### config.mk
export PLATFORM = sky130hd
export DESIGN_NAME = quad_encoder_counter
export DESIGN_NICKNAME = d
export VERILOG_FILES = /design/src/rtl/quad_enc_pkg.sv /design/src/rtl/quad_enc_channel.sv /design/src/rtl/quad_encoder_counter.sv
export SDC_FILE = /design/constraint.sdc
export NUM_CORES = 1
export LEC_CHECK = 0
export ABC_AREA = 1
export CAP_MARGIN = 10
export CORE_MARGIN = 2
export CORE_UTILIZATION = 25
export CTS_BUF_LIST = sky130_fd_sc_hd__clkbuf_8
export CTS_CLUSTER_SIZE = 16
export DETAILED_ROUTE_END_ITERATION = 7
export PLACE_DENSITY_LB_ADDON = 0.3
export SLEW_MARGIN = 20
export SYNTH_ARGS = -nofsm -noshare
export SYNTH_HDL_FRONTEND = slang
export SYNTH_SLANG_ARGS = --single-unit
### constraint.sdc
create_clock -name i_clk -period 4.5 [get_ports i_clk]
set_input_delay 0.9 -clock i_clk [delete_from_list [all_inputs] [get_ports i_clk]]
set_output_delay 0.9 -clock i_clk [all_outputs]
set_load 0.05 [all_outputs]
### src/rtl/quad_enc_pkg.sv
// Shared definitions for the quadrature encoder decoder: resolution modes,
// phase symbol encodings, x1 FSM states and the step decode function.
package quad_enc_pkg;

  localparam int MODE_X1 = 0;
  localparam int MODE_X2 = 1;
  localparam int MODE_X4 = 2;

  // Phase symbols are {A,B}.
  typedef logic [1:0] phase_t;

  localparam phase_t PH_Z  = 2'b00;
  localparam phase_t PH_A  = 2'b10;
  localparam phase_t PH_AB = 2'b11;
  localparam phase_t PH_B  = 2'b01;

  typedef enum logic [2:0] {
    ST_S0   = 3'd0,
    ST_CW1  = 3'd1,
    ST_CW2  = 3'd2,
    ST_CW3  = 3'd3,
    ST_CCW1 = 3'd4,
    ST_CCW2 = 3'd5,
    ST_CCW3 = 3'd6,
    ST_ERR  = 3'd7
  } x1_state_t;

  typedef struct packed {
    logic changed;
    logic legal;
    logic cw;
  } step_t;

  // Position of a symbol in the CW gray sequence Z->A->AB->B.
  function automatic logic [1:0] gray_index(input phase_t ph);
    logic [1:0] idx;
    unique case (ph)
      PH_Z:    idx = 2'd0;
      PH_A:    idx = 2'd1;
      PH_AB:   idx = 2'd2;
      default: idx = 2'd3;
    endcase
    return idx;
  endfunction

  // A legal step changes exactly one phase; CW when it advances one gray position.
  function automatic step_t decode_step(input phase_t prev, input phase_t curr);
    step_t      s;
    logic [1:0] delta;
    delta     = gray_index(curr) - gray_index(prev);
    s.changed = (prev != curr);
    s.legal   = s.changed && ((prev ^ curr) != 2'b11);
    s.cw      = s.legal && (delta == 2'd1);
    return s;
  endfunction

endpackage

### src/rtl/quad_enc_channel.sv
// One encoder channel: input synchroniser, previous-sample register, x1 detent
// FSM, signed position counter with wrap/saturate, and sticky error flag.
module quad_enc_channel
  import quad_enc_pkg::*;
#(
  parameter int CNT_WIDTH   = 16,
  parameter int SYNC_STAGES = 2,
  parameter int MODE        = MODE_X4,
  parameter int SATURATE    = 0
) (
  input  logic                        clk,
  input  logic                        rst,
  input  logic                        phase_a,
  input  logic                        phase_b,
  input  logic                        clear,
  input  logic                        enable,
  output logic                        cnt,
  output logic                        cnt_cw,
  output logic signed [CNT_WIDTH-1:0] position,
  output logic                        error
);

  localparam logic signed [CNT_WIDTH-1:0] POS_MAX = {1'b0, {(CNT_WIDTH-1){1'b1}}};
  localparam logic signed [CNT_WIDTH-1:0] POS_MIN = {1'b1, {(CNT_WIDTH-1){1'b0}}};
  localparam logic signed [CNT_WIDTH-1:0] POS_ONE = {{(CNT_WIDTH-1){1'b0}}, 1'b1};

  logic [SYNC_STAGES-1:0] sync_a;
  logic [SYNC_STAGES-1:0] sync_b;
  phase_t                 curr;
  phase_t                 prev;
  step_t                  step;
  logic                   active;

  x1_state_t              state;
  x1_state_t              state_next;
  logic                   pulse;
  logic                   pulse_cw;
  logic signed [CNT_WIDTH-1:0] position_next;

  // NOTE: sequential state uses non-blocking assignments so every flop samples
  // the pre-edge values, which is what makes the shift chain a real pipeline.
  always_ff @(posedge clk or posedge rst) begin
    if (rst) begin
      sync_a <= '0;
      sync_b <= '0;
      prev   <= PH_Z;
    end else begin
      sync_a <= {sync_a[SYNC_STAGES-2:0], phase_a};
      sync_b <= {sync_b[SYNC_STAGES-2:0], phase_b};
      prev   <= curr;
    end
  end

  assign curr   = {sync_a[SYNC_STAGES-1], sync_b[SYNC_STAGES-1]};
  assign step   = decode_step(prev, curr);
  assign active = enable && step.changed;

  always_ff @(posedge clk or posedge rst) begin
    if (rst) state <= ST_S0;
    else     state <= state_next;
  end

  // NOTE: every combinational output gets a default first so no path leaves it
  // unassigned, which would otherwise infer a latch.
  always_comb begin
    state_next = state;
    if (active) begin
      if (!step.legal) begin
        state_next = ST_ERR;
      end else begin
        unique case (state)
          ST_S0:   if (curr == PH_A) state_next = ST_CW1;
                   else if (curr == PH_B) state_next = ST_CCW1;
          ST_CW1:  if (curr == PH_AB) state_next = ST_CW2;
                   else if (curr == PH_Z) state_next = ST_S0;
          ST_CW2:  if (curr == PH_B) state_next = ST_CW3;
                   else if (curr == PH_A) state_next = ST_CW1;
          ST_CW3:  if (curr == PH_Z) state_next = ST_S0;
                   else if (curr == PH_AB) state_next = ST_CW2;
          ST_CCW1: if (curr == PH_AB) state_next = ST_CCW2;
                   else if (curr == PH_Z) state_next = ST_S0;
          ST_CCW2: if (curr == PH_A) state_next = ST_CCW3;
                   else if (curr == PH_B) state_next = ST_CCW1;
          ST_CCW3: if (curr == PH_Z) state_next = ST_S0;
                   else if (curr == PH_AB) state_next = ST_CCW2;
          ST_ERR:  if (curr == PH_Z) state_next = ST_S0;
          default: state_next = ST_S0;
        endcase
      end
    end
  end

  // Pulse decision per resolution; x1 only fires when a full detent completes.
  always_comb begin
    pulse    = 1'b0;
    pulse_cw = 1'b0;
    if (active && step.legal) begin
      if (MODE == MODE_X4) begin
        pulse    = 1'b1;
        pulse_cw = step.cw;
      end else if (MODE == MODE_X2) begin
        pulse    = (curr == PH_AB) || (curr == PH_Z);
        pulse_cw = step.cw;
      end else begin
        if (curr == PH_Z && state == ST_CW3) begin
          pulse    = 1'b1;
          pulse_cw = 1'b1;
        end else if (curr == PH_Z && state == ST_CCW3) begin
          pulse    = 1'b1;
          pulse_cw = 1'b0;
        end
      end
    end
  end

  always_comb begin
    position_next = position;
    if (pulse_cw) begin
      if (SATURATE == 0 || position != POS_MAX) position_next = position + POS_ONE;
    end else begin
      if (SATURATE == 0 || position != POS_MIN) position_next = position - POS_ONE;
    end
  end

  // Clear beats a coincident step for position and error; the pulse still goes out.
  always_ff @(posedge clk or posedge rst) begin
    if (rst) begin
      cnt      <= 1'b0;
      cnt_cw   <= 1'b0;
      position <= '0;
      error    <= 1'b0;
    end else begin
      cnt    <= pulse;
      cnt_cw <= pulse & pulse_cw;
      if (clear) begin
        position <= '0;
        error    <= 1'b0;
      end else begin
        if (active && !step.legal) error <= 1'b1;
        if (pulse) position <= position_next;
      end
    end
  end

endmodule

### src/rtl/quad_encoder_counter.sv
// Multi-channel quadrature decoder: shared post-reset prime counter plus one
// independent decoder channel per encoder, outputs packed per channel.
module quad_encoder_counter
  import quad_enc_pkg::*;
#(
  parameter int CHANNELS    = 2,
  parameter int CNT_WIDTH   = 16,
  parameter int SYNC_STAGES = 2,
  parameter int MODE        = 2,
  parameter int SATURATE    = 0
) (
  input  logic                          i_clk,
  input  logic                          i_rst,
  input  logic [CHANNELS-1:0]           i_phase_a,
  input  logic [CHANNELS-1:0]           i_phase_b,
  input  logic [CHANNELS-1:0]           i_clear,
  output logic [CHANNELS-1:0]           o_cnt,
  output logic [CHANNELS-1:0]           o_cnt_cw,
  output logic [CHANNELS*CNT_WIDTH-1:0] o_position,
  output logic [CHANNELS-1:0]           o_error
);

  localparam int PRIME_CYCLES = SYNC_STAGES + 1;
  localparam int PW           = $clog2(PRIME_CYCLES + 1);
  localparam logic [PW-1:0] PRIME_DONE = PW'(PRIME_CYCLES);

  logic [PW-1:0] prime_cnt;
  logic          enable;

  // Decode stays off until the synchronisers and previous-sample registers
  // hold the real pin levels, so the reset value never looks like a step.
  always_ff @(posedge i_clk or posedge i_rst) begin
    if (i_rst)                    prime_cnt <= '0;
    else if (prime_cnt != PRIME_DONE) prime_cnt <= prime_cnt + PW'(1);
  end

  assign enable = (prime_cnt == PRIME_DONE);

  for (genvar g = 0; g < CHANNELS; g++) begin : g_ch
    logic signed [CNT_WIDTH-1:0] position;

    quad_enc_channel #(
      .CNT_WIDTH   (CNT_WIDTH),
      .SYNC_STAGES (SYNC_STAGES),
      .MODE        (MODE),
      .SATURATE    (SATURATE)
    ) u_channel (
      .clk      (i_clk),
      .rst      (i_rst),
      .phase_a  (i_phase_a[g]),
      .phase_b  (i_phase_b[g]),
      .clear    (i_clear[g]),
      .enable   (enable),
      .cnt      (o_cnt[g]),
      .cnt_cw   (o_cnt_cw[g]),
      .position (position),
      .error    (o_error[g])
    );

    assign o_position[g*CNT_WIDTH +: CNT_WIDTH] = position;
  end

endmodule

# Word-level counts from Yosys, hierarchy flattened
# Cells that the tools add are included.
[word_totals] regBits=52 inputBits=8 output_inout_bits=38 elab_cells=80
[classes] addsub=7 n_eq_ne=16 mux=18 bitwise=4 n_reduce_logical=20
[ops] op="$mux 16" n=6
[ops] op="$add 16x2->16 const B" n=2
[ops] op="$sub 16x2->16 const B" n=2
[ops] op="$pmux 2 s3" n=4
[ops] op="$eq 2x2->1 const B" n=9
[ops] op="$logic_and 1x1->1" n=10
[ops] op="$logic_not 2->1" n=4
[ops] op="$mux 1" n=8
[ops] op="$reduce_bool 2->1" n=4
[ops] op="$ne 2x2->1 const B" n=3
[ops] op="$eq 2x1->1 const B" n=2
[ops] op="$ne 2x2->1" n=2
[ops] op="$sub 2x2->2" n=2
[ops] op="$xor 2x2->2" n=2
[ops] op="$add 2x1->2 const B" n=1
[ops] op="$and 1x1->1" n=2
[ops] op="$logic_not 1->1" n=2

# Logic depth before layout (Yosys ltp)
[depth] depth_word=9 depth_mapped=18 ltp_nobuf=18

# By module
# Synthesis repeated with hierarchy kept, for this count alone.
[hier_totals] hier_cells=539 area_unflattened_um2=3865.0
[by_module_without_submodules] mod="quad_enc_channel" n_inst=2 cells_each=263 area_per_inst_um2=1878.1
[by_module_without_submodules] mod="quad_encoder_counter" n_inst=1 cells_each=13 area_per_inst_um2=108.9

# Least setup slack after synthesis
# Ideal clock, no wire load.
[synth_path] kind="reg2reg" start="register g_ch[1].u_channel.sync_b[1]" end="register g_ch[1].u_channel.position[9]" setup_ns=0.083 arrival_ns=2.615 required_time_ns=4.417 slack_ns=1.802 path_stages_with_launch=17 n_path_buf=0 path_cell_list="dfrtp_1 -> inv_1 -> nand2_1 -> nand2_1 -> ha_1 -> nand3_4 -> nor2_4 -> nand3_2 -> ha_1 -> or2_2 -> nand3_1 -> nand2_1 -> nand2_1 -> nand2_1 -> nand2_1 -> nand2_1 -> o21ai_0"
[synth_between] elab_chain_cells=9
[synth_rtl] item="from (decl)" line_no="quad_enc_channel.sv:28" source="logic [SYNC_STAGES-1:0] sync_b;"
[synth_rtl] item="from (signal assigned)" line_no="quad_enc_channel.sv:49" source="sync_b <= {sync_b[SYNC_STAGES-2:0], phase_b};"
[synth_rtl] item="$eq 2x2->1 or $logic_not 2->1 (tied branches)"
[synth_rtl] item="$pmux 2 s3" line_no="quad_enc_pkg.sv:37" source="unique case (ph)"
[synth_rtl] item="$sub 2x2->2" line_no="quad_enc_pkg.sv:50" source="delta = gray_index(curr) - gray_index(prev);"
[synth_rtl] item="$eq 2x1->1" line_no="quad_enc_pkg.sv:53" source="s.cw = s.legal && (delta == 2'd1);"
[synth_rtl] item="$logic_and 1x1->1" line_no="quad_enc_pkg.sv:53"
[synth_rtl] item="$mux 1" line_no="quad_enc_channel.sv:97" source="if (active && step.legal) begin"
[synth_rtl] item="$mux 16" line_no="quad_enc_channel.sv:118" source="if (pulse_cw) begin"
[synth_rtl] item="$mux 16" line_no="quad_enc_channel.sv:140" source="if (pulse) position <= position_next;"
[synth_rtl] item="$mux 16" line_no="quad_enc_channel.sv:135" source="if (clear) begin"
[synth_rtl] item="to (signal assigned)" line_no="quad_enc_channel.sv:140"
[synth_rtl] item="to (decl)" line_no="quad_enc_channel.sv:19" source="output logic signed [CNT_WIDTH-1:0] position,"
# Several ways; a longest one is shown, not always the timed one. The select of a mux whose other input is x is not followed.
# A chain may end at the register's enable or synchronous reset.

# Final worst setup path
[layout_path] start="register g_ch[1].u_channel.sync_b[1]" end="register g_ch[1].u_channel.position[13]"
# The elaborated chain is that of the path after synthesis.

==> impl_metrics.tcl <==
set metrics [dict create \
    slew_violations 0 \
    track_usage_pct 11.75 \
    syn_avg_cell_area_um2 7.007 \
    first_pass_iters 4 \
    drive_gt1_share_pct 3.704 \
    fin_cells 782 \
    wl_per_cell_um 11.92 \
    r2r_end "g_ch[1].u_channel.position[13]" \
    std_cell_rows 45 \
    antenna_found_initial 0 \
    cts_sinks 52 \
    timing.rr.start "g_ch[1].u_channel.sync_b[1]" \
    gp_congestion 0.8408 \
    async_flop_share_pct 100.0 \
    hold_ws_ps 355.9 \
    ioPinCount 46 \
    cts.repair.resized 0 \
    grt_max_degree 31 \
    place_hpwl_um 7041 \
    routed_wl_um 9322 \
    ant_nets 0 \
    powerDensity_nw_per_um2 772.9 \
    cts_setup_buffers 0 \
    fin_crit_sh_pct 72.02 \
    regArea_um2 1301 \
    initial_core_util_pct 25.44 \
    port_buffers 45 \
    grt-ovfl-total 0 \
    maxCapViolations 0 \
    place_inst 775 \
    vias 3477 \
    htreeDepth 2 \
    worstSetupPathType "flop to flop" \
    cts_tree "built" \
    worstHoldPathType "flop to flop" \
    worstPathMaxFanout 20 \
    syn_area_um2 3854 \
    synth-edff-count 0 \
    status "completed" \
    reg2reg_setup_slack_ps 1260 \
    core_area_um2 15150 \
    nFillCells 1637 \
    area_growth_pct 18.38 \
    dieHeight_um 128.2 \
    drt_iter0_markers 142 \
    clockBufferDepth 2 \
    netlist_instances 550 \
    synthTopCellsByCount "220 x nand2_1, 71 x inv_1, 52 x dfrtp_1" \
    cts_buffers 5 \
    netlist_top_cells_area "dfrtp_1 34%, nand2_1 21%, ha_1 12%" \
    ys_seq_area_share_pct 33.77 \
    dieArea_um2 16420 \
    yosys_register_bits 52 \
    clk-insertion-delay-late_ps 310 \
    maxSlewHeadroom_pct 55.26 \
    netlist.top_cell.by_area "dfrtp_1" \
    clk_pin_slew_ps 100 \
    fmax_mhz 308.6 \
    crit_start "g_ch[1].u_channel.sync_b[1]" \
    post_drt_via_cell_ratio 4.446 \
    syn_nets 597 \
    cp.arrival_ps 3460 \
    grt_pass1_wl_um 15730 \
    route.detailed.drc 0 \
    start_kind "flop" \
    crit_required_ps 4720 \
    num_antenna_cells 0 \
    max_slew.worst_pin.slew_ps 670.2 \
    hold_viol_final 0 \
    multi_input_area_um2 2216 \
    fin_skew_ps 8.761 \
    grt_pass1_vias 3390 \
    p_leak_nw 2.423 \
    synth_top_area_share_pct 33.77 \
    synth.distinct_cells 29 \
    hold_buffers 0 \
    setup_viol 0 \
    dieWidth_um 128.2 \
    r2r_cells 15 \
    yosysMostFrequentCell "nand2_1" \
    fin_nets 641 \
    root_buffer "clkbuf_8" \
    final_util_pct 30.12 \
    endpoint "g_ch[1].u_channel.position[13]" \
    rsz0062_at_grt "no" \
    yosys_warnings 0 \
    period_minus_slack_ps 3241 \
    whs_path_depth 0 \
    synth_ff_type "dfrtp_1" \
    tns_ps 0 \
    vdd_drop_max_mv 0.3250 \
    crit_path_end_kind "flop" \
]
[cells by family after synthesis]
kind of cell | Yosys count | share of synthesized area [%]
buffers and inverters | 81 | 8.734
AOI/OAI and AO/OA | 46 | 6.396
xor gates and xnor gates | 8 | 1.818
adders and majority gates | 39 | 13.05
and+or+nand+nor | 323 | 35.94
muxes | 1 | 0.2922
DFF | 52 | 33.77
[power breakdown]
group	total (mW)	switching, mW	leakage (nW)	internal [mW]
registers	0.724	0.132	0.659	0.592
clock network	0.275	0.169	0.0400	0.106
logic	2.53	1.67	1.72	0.855
total	3.53	1.97	2.42	1.55
[worst max-delay path, stage by stage (launching register included)]
cell	delay (ps)
dfrtp_1	440
inv_1	80
nand2_1	110
nand2_1	60
ha_1	340
nand3_4	130
nor2_4	150
nand3_2	400
ha_1	500
or2_2	310
nand3_1	90
nand2_1	120
nand3_1	150
nand3b_1	120
nand3_1	100
nand2_1	50
[cell usage in the layout (no fill, tap or decap), drive strengths merged, types with 4 or more instances in the layout]
cell / count
o21ai: 19
xnor2: 6
dfrtp: 52
nor2: 38
ha: 37
nand3b: 8
inv: 72
clkdlybuf4s50: 45
nand2: 220
a21oi: 22
clkbuf: 5
nand3: 48
nor3: 4
[metrics by stage]
step	cell area [um^2]	setup WS, ps	power, mW
after detailed placement	4481	1337	3.246
final	4562	1259	3.526
after global placement	4481	1343	3.228
after floorplan	3854	1802	2.630
after CTS	4562	1297	3.548
after global routing	4562	944.4	3.924
[layout make-up]
class | instances | share of cell area (%)
multi-input cells | 417 | 48.57
clock inverters | 2 | 0.2743
clock buffers | 5 | 1.509
repair buffers | 46 | 10.04
flip-flops and latches | 52 | 28.52
well taps | 188 | 5.156
inverters | 72 | 5.924
[flip-flops by register name (all words and copies together) (netlist names)]
signal,cells
g_ch.u_channel.sync_b,4
g_ch.u_channel.prev,4
g_ch.u_channel.cnt_cw,2
g_ch.u_channel.cnt,2
prime_cnt,2
g_ch.u_channel.error,2
g_ch.u_channel.position,32
g_ch.u_channel.sync_a,4
[routing by layer]
layer  track usage [%]  vias up  wire [um]
li1                  -     1824          -
met1             14.35     1597       4320
met2             21.58       54       4666
met3             2.254        2        305
met4             2.198        0         30
met5                 0        -          0
[how the worst min path moves through the flow]
stage	from	endpoint
2_1_floorplan	g_ch[0].u_channel.sync_a[0]	g_ch[0].u_channel.sync_a[1]
3_3_place_gp	g_ch[0].u_channel.sync_a[0]	g_ch[0].u_channel.sync_a[1]
3_5_place_dp	g_ch[0].u_channel.sync_b[0]	g_ch[0].u_channel.sync_b[1]
4_1_cts	g_ch[0].u_channel.sync_b[0]	g_ch[0].u_channel.sync_b[1]
5_1_grt	g_ch[1].u_channel.sync_a[0]	g_ch[1].u_channel.sync_a[1]
6_report	g_ch[0].u_channel.sync_b[0]	g_ch[0].u_channel.sync_b[1]
Note: power is estimated with default switching activity, not from simulation.
